`src/rtl/traceback_packet_writer.sv`:
```
// Streams scored alignment cells into the traceback matrix memory and tracks the best-scoring cell.
// Optional build macro TB_PACKET_PARITY_EN puts even parity in wr_packet[2].
module traceback_packet_writer #(
   parameter int SEQ_LENGTH       = 32,
   parameter int ROW_BITS_WIDTH   = 5,
   parameter int COL_BITS_WIDTH   = 5,
   parameter int SCORE_WIDTH      = 8,
   parameter int DATA_PACKET_SIZE = 4
) (
   input  logic                        clk,
   input  logic                        rst,
   input  logic                        start_of_matrix,
   input  logic                        cell_valid,
   output logic                        cell_ready,
   input  logic [1:0]                  cell_dir,
   input  logic [SCORE_WIDTH-1:0]      cell_score,
   input  logic                        mem_ready,
   output logic                        wr_en,
   output logic [ROW_BITS_WIDTH-1:0]   wr_row,
   output logic [COL_BITS_WIDTH-1:0]   wr_col,
   output logic [DATA_PACKET_SIZE-1:0] wr_packet,
   output logic [ROW_BITS_WIDTH-1:0]   max_row,
   output logic [COL_BITS_WIDTH-1:0]   max_col,
   output logic [SCORE_WIDTH-1:0]      max_score,
   output logic                        matrix_done,
   output logic                        dir_err
);

   typedef enum logic [1:0] {IDLE, FILL, FLUSH, DONE} state_t;

   localparam logic [ROW_BITS_WIDTH-1:0] ROW_LAST = ROW_BITS_WIDTH'(SEQ_LENGTH - 1);
   localparam logic [COL_BITS_WIDTH-1:0] COL_LAST = COL_BITS_WIDTH'(SEQ_LENGTH - 1);

   state_t                        state;
   state_t                        state_next;
   logic [ROW_BITS_WIDTH-1:0]     row_cnt;
   logic [COL_BITS_WIDTH-1:0]     col_cnt;
   logic                          accept;
   logic                          last_cell;
   logic                          write_done;
   logic [1:0]                    dir_eff;
   logic                          stop_bit;
   logic [DATA_PACKET_SIZE-1:0]   packet;

   // A restart or reset cycle never takes a cell, even though the FILL rule alone would allow it.
   assign cell_ready = !rst && !start_of_matrix && (state == FILL) && (!wr_en || mem_ready);
   assign accept     = cell_valid && cell_ready;
   assign last_cell  = (row_cnt == ROW_LAST) && (col_cnt == COL_LAST);
   assign write_done = wr_en && mem_ready;

   always_comb begin
      dir_eff  = (cell_dir == 2'b11) ? 2'b00 : cell_dir;
      stop_bit = (cell_score == '0);
      packet   = '0;
      packet[1:0] = dir_eff;
`ifdef TB_PACKET_PARITY_EN
      packet[2] = ^{dir_eff, stop_bit};
`endif
      packet[DATA_PACKET_SIZE-1] = stop_bit;
   end

   always_comb begin
      state_next  = state;
      matrix_done = 1'b0;
      unique case (state)
         IDLE:  state_next = state;
         FILL:  if (accept && last_cell) state_next = FLUSH;
         FLUSH: if (!wr_en || mem_ready) state_next = DONE;
         DONE: begin
            matrix_done = 1'b1;
            state_next  = IDLE;
         end
      endcase
      if (start_of_matrix) state_next = FILL;
   end

   always_ff @(posedge clk) begin
      if (rst) state <= IDLE;
      else     state <= state_next;
   end

   // Write stage, cell counters and running maximum share one register process.
   always_ff @(posedge clk) begin
      if (rst || start_of_matrix) begin
         wr_en     <= 1'b0;
         wr_row    <= '0;
         wr_col    <= '0;
         wr_packet <= '0;
         row_cnt   <= '0;
         col_cnt   <= '0;
         max_row   <= '0;
         max_col   <= '0;
         max_score <= '0;
         dir_err   <= 1'b0;
      end else if (accept) begin
         wr_en     <= 1'b1;
         wr_row    <= row_cnt;
         wr_col    <= col_cnt;
         wr_packet <= packet;
         if (col_cnt == COL_LAST) begin
            col_cnt <= '0;
            row_cnt <= (row_cnt == ROW_LAST) ? '0 : row_cnt + 1'b1;
         end else begin
            col_cnt <= col_cnt + 1'b1;
         end
         if (cell_score > max_score) begin
            max_score <= cell_score;
            max_row   <= row_cnt;
            max_col   <= col_cnt;
         end
         if (cell_dir == 2'b11) dir_err <= 1'b1;
      end else if (write_done) begin
         wr_en <= 1'b0;
      end
   end

endmodule

```
`config.mk`:
```
export PLATFORM = sky130hd
export DESIGN_NAME = traceback_packet_writer
export DESIGN_NICKNAME = d
export VERILOG_FILES = /design/src/rtl/traceback_packet_writer.sv
export SDC_FILE = /design/constraint.sdc
export NUM_CORES = 1
export LEC_CHECK = 0
export BUFFER_PORTS_ARGS = -buffer_cell sky130_fd_sc_hd__buf_2
export CORE_MARGIN = 2
export CORE_UTILIZATION = 38
export CTS_CLUSTER_SIZE = 12
export DETAILED_ROUTE_END_ITERATION = 8
export PLACE_DENSITY = 0.68
export SLEW_MARGIN = 10
export SYNTH_ARGS = -nofsm -noshare
export SYNTH_HDL_FRONTEND = slang
export SYNTH_SLANG_ARGS = --single-unit
```
`constraint.sdc`:
```
create_clock -name clk -period 5.1 [get_ports clk]
set_clock_uncertainty 0.15 [all_clocks]
set_input_delay 0.765 -clock clk [delete_from_list [all_inputs] [get_ports clk]]
set_output_delay 0.765 -clock clk [all_outputs]
set_load 0.02 [all_outputs]
```
==> flow_summary.yaml <==
power:
  cellLeakagePower_nw: 0.9275
  p_per_area_mw_per_mm2: 252.3
  clock_network_fraction_of_total_power_pct: 34.9
  p_int_w: 0.0004598
  peakVddDrop_mv: 0.1289
  netSwitchingPower_w: 0.0001422
  power.share.switching_pct: 23.62
  power_frac_comb_pct: 6.5
  power.sequential.fraction_pct: 58.6
synthesis:
  number_of_enable_flip_flop_cells_after_synthesis: 0
  synth_compound_area_share_pct: 20.93
  synth.area.mux_share_pct: 0
  synth_largest_area_cell: "sky130_fd_sc_hd__dfxtp_1"
  yosys.area_share.adder_pct: 7.344
  post_synth_xor_area_fraction_pct: 0
  synth_top_family_by_area: "simple AND/OR/NAND/NOR gates"
  synth.net_count: 276
  synth.area.top_cells: "sky130_fd_sc_hd__dfxtp_1 44%, sky130_fd_sc_hd__a21oi_1 11%, sky130_fd_sc_hd__ha_1 7.3%"
  fraction_of_post_synthesis_cell_area_in_the_top_cell_type_by_area_pct: 44.06
  ys_top_cells_by_count: "45 x sky130_fd_sc_hd__a21oi_1, 45 x sky130_fd_sc_hd__dfxtp_1, 32 x sky130_fd_sc_hd__nand2_1"
  gate_count_of_the_mapped_netlist: 249
  synth.ff_latch_count: 45
  yosys.area_share.simple_pct: 21.85
  async_reset_ff_share_pct: 0
  sequential_fraction_of_the_synthesis_area_pct: 44.06
  synth.avg_cell_area_um2: 8.211
  synth_ff_type: "sky130_fd_sc_hd__dfxtp_1"
  yosysWarnings: 0
  post_synth_num_cell_types: 36
  post_synth_instance_area_mm2: 0.002044
cts:
  ctsLongestPathBuffers: 2
  insertion_delay_ns: 0.29
  clk_slew_on_worst_s_h_paths_ns: 0.08
  clock_tree.htree_level_count: 2
  post_cts.resized_instances: 0
  post_cts.repair.setup_buffers: 0
  numClockSinks: 45
  total_of_hold_buffers_inserted_after_clock_tree_synthesis: 0
  tritoncts: "yes"
  cts.root.buffer_cell: "sky130_fd_sc_hd__clkbuf_8"
  cts-buffers-inserted: 5
setup_path:
  cp-end-kind: "flip-flop"
  source_of_the_worst_register_to_register_timing_path: "state[0]"
  timing.reg2reg.worst_path_depth: 5
  worstPathMaxFanout: 24
  worst-endpoint-arrival_ns: 2.79
  crit-reg2reg-capture: "max_score[0]"
  critical_path_buf_inv_count: 1
  path_class: "input pin to flip-flop"
  critical_path.cell_chain: "buf_2 > nor2_1 > and4_1 > o311ai_2 > o21ai_0 > a21oi_1"
  cp_top_family: "compound AO/OA/AOI/OAI gates"
  startpoint_type: "input pin"
  critical-path-max-stage-delay_ns: 0.77
  worst_path_max_delay_cell: "sky130_fd_sc_hd__and4_1"
  r2r_slack_ns: 2.55
  critPathRequiredTime_ns: 5.10
global_route:
  grt_util_all_layers_pct: 15.26
  grt_pass1_wl_mm: 7.541
  vias_in_the_first_global_route: 1688
  grt_max_degree: 45
  grt_overflow_total: 0
  initial_antenna_violation_count: 0
sta:
  final_min_period_over_clock_period_pct: 54.77
  max_slew.worst_pin.slew_ns: 1.106
  setup_repair_after_global_routing_missed_its_margin: "no"
  fmaxAchievable_mhz: 358.0
  final_max_tran_viols: 0
  final_hold_viol_count: 0
  finalSetupViolations: 0
  layout_min_cycle_time_ns: 2.793
  fin_setup_tns_ns: 0
  relSlewSlack_pct: 26.12
cells_and_area:
  final_nets: 316
  multi_input_area_mm2: 0.001028
  area_taken_by_flip_flops_and_latches_um2: 900.9
  fin_util_pct: 46.42
  n_fill_cell: 563
  post_route_cells_drive_above_1_share_pct: 21.38
  diodes_inserted: 0
  syn_to_final_growth_pct: 16.71
route:
  ant_nets: 0
  vias_per_cell: 5.214
  firstDrtPassIters: 4
  vias: 1877
  routed_wirelength_mm: 4.525
  drt_first_iter_violations: 150
  detail_route.drc_violations: 0
  routed_wire_length_per_instance_um: 12.57
die:
  io_pins: 51
  rows: 26
  die-height_um: 77.35
  dieWidth_um: 77.35
  coreArea_mm2: 0.005140
  effective_utilization_at_floorplan_pct: 39.78
  floorplan.die_area_mm2: 0.005983
run:
  max_cap_viol_count: 0
placement:
  port-buffer-count: 49
  detailedPlacementHpwl_mm: 3.136
  place_congestion: 0.7543
min_path:
  holdCritPathClass: "flip-flop to flip-flop"
  destination_of_the_worst_hold_path: "wr_col[4]"
  hp-start: "wr_col[4]"
  min_delay_path_depth: 2
outcome:
  status: "complete, no violations"
metrics by stage:
step / hold WS (ns) / instances / total power, W / area [um2] / setup slack [ns]
global placement: 0.2902 / 352 / 0.0003995 / 2303 / 2.064
floorplan: 0.3083 / 249 / 0.0003873 / 2044 / 2.767
detailed placement: 0.2946 / 352 / 0.0004002 / 2303 / 2.016
global route: 0.3264 / 360 / 0.0006291 / 2386 / 2.043
finish: 0.3014 / 360 / 0.0006019 / 2386 / 2.307
CTS: 0.3062 / 360 / 0.0006104 / 2386 / 2.340
registers in the layout, indices dropped and copies added, names as in the netlist:
register / flops
max_score: 8
col_cnt: 5
max_col: 5
max_row: 5
row_cnt: 5
wr_col: 5
wr_row: 5
wr_packet: 3
state: 2
dir_err: 1
wr_en: 1
logic make-up after synthesis:
group           after synthesis
simple gates                 87
flops                        45
compound gates               78
buf+inv                      26
fa+ha+maj                    12
other cells                   1
layer usage:
metal	vias to the layer above	track usage [%]	routed length [um]
met5	-	0	0
met1	856	18.55	2107
met3	6	4.302	274
li1	962	-	-
met4	0	5.000	51
met2	53	26.00	2091
power by group through the flow:
stage                     combinational (W)  sequential (W)  clock (W)
after floorplan                   0.0000254        0.000362          0
after global placement            0.0000381        0.000361          0
after detailed placement          0.0000389        0.000361          0
after CTS                         0.0000390        0.000353   0.000218
after global routing              0.0000435        0.000353   0.000232
final                             0.0000389        0.000353   0.000210
worst max path at each step:
| stage | start | end | slack [ns] | depth (start not counted) |
|---|---|---|---|---|
| floorplan | cell_score[7] | max_score[7] | 2.77 | 6 |
| global placement | start_of_matrix | max_score[1] | 2.06 | 6 |
| global route | start_of_matrix | max_col[0] | 2.04 | 6 |
| CTS | start_of_matrix | max_score[0] | 2.34 | 6 |
| finish | start_of_matrix | max_score[0] | 2.31 | 6 |
| detailed placement | start_of_matrix | max_score[0] | 2.02 | 6 |
cell usage in the layout, fill, tap and decap left out, types with 2 or more instances in the layout:
cell type	count
sky130_fd_sc_hd__nor4_1	2
sky130_fd_sc_hd__buf_2	49
sky130_fd_sc_hd__ha_1	12
sky130_fd_sc_hd__dfxtp_1	45
sky130_fd_sc_hd__inv_1	9
sky130_fd_sc_hd__and3_1	3
sky130_fd_sc_hd__nor2_1	7
sky130_fd_sc_hd__a21oi_1	45
sky130_fd_sc_hd__or4_1	2
sky130_fd_sc_hd__nand3_1	23
sky130_fd_sc_hd__nand4_1	2
sky130_fd_sc_hd__nand3b_1	3
sky130_fd_sc_hd__nand2_1	32
sky130_fd_sc_hd__a31oi_1	4
sky130_fd_sc_hd__or2_2	2
sky130_fd_sc_hd__o21ai_0	23
sky130_fd_sc_hd__clkinv_2	2
sky130_fd_sc_hd__clkbuf_8	5
layout make-up:
cell class | count | share of cell area [%]
repair buffers | 50 | 10.59
multi-input cells | 178 | 43.10
well taps | 70 | 3.671
flip-flops and latches | 45 | 37.76
clock buffers | 6 | 3.041
inverters | 9 | 1.416
clock inverters | 2 | 0.4195
worst register-to-register path, delay by kind of cell (launching register included):
| kind | cells | cell delay [ns] |
|---|---|---|
| AOI/OAI and AO/OA | 3 | 1.01 |
| and+or+nand+nor | 2 | 0.92 |
| DFF | 1 | 0.34 |
Power figures use the tool's default switching activity.
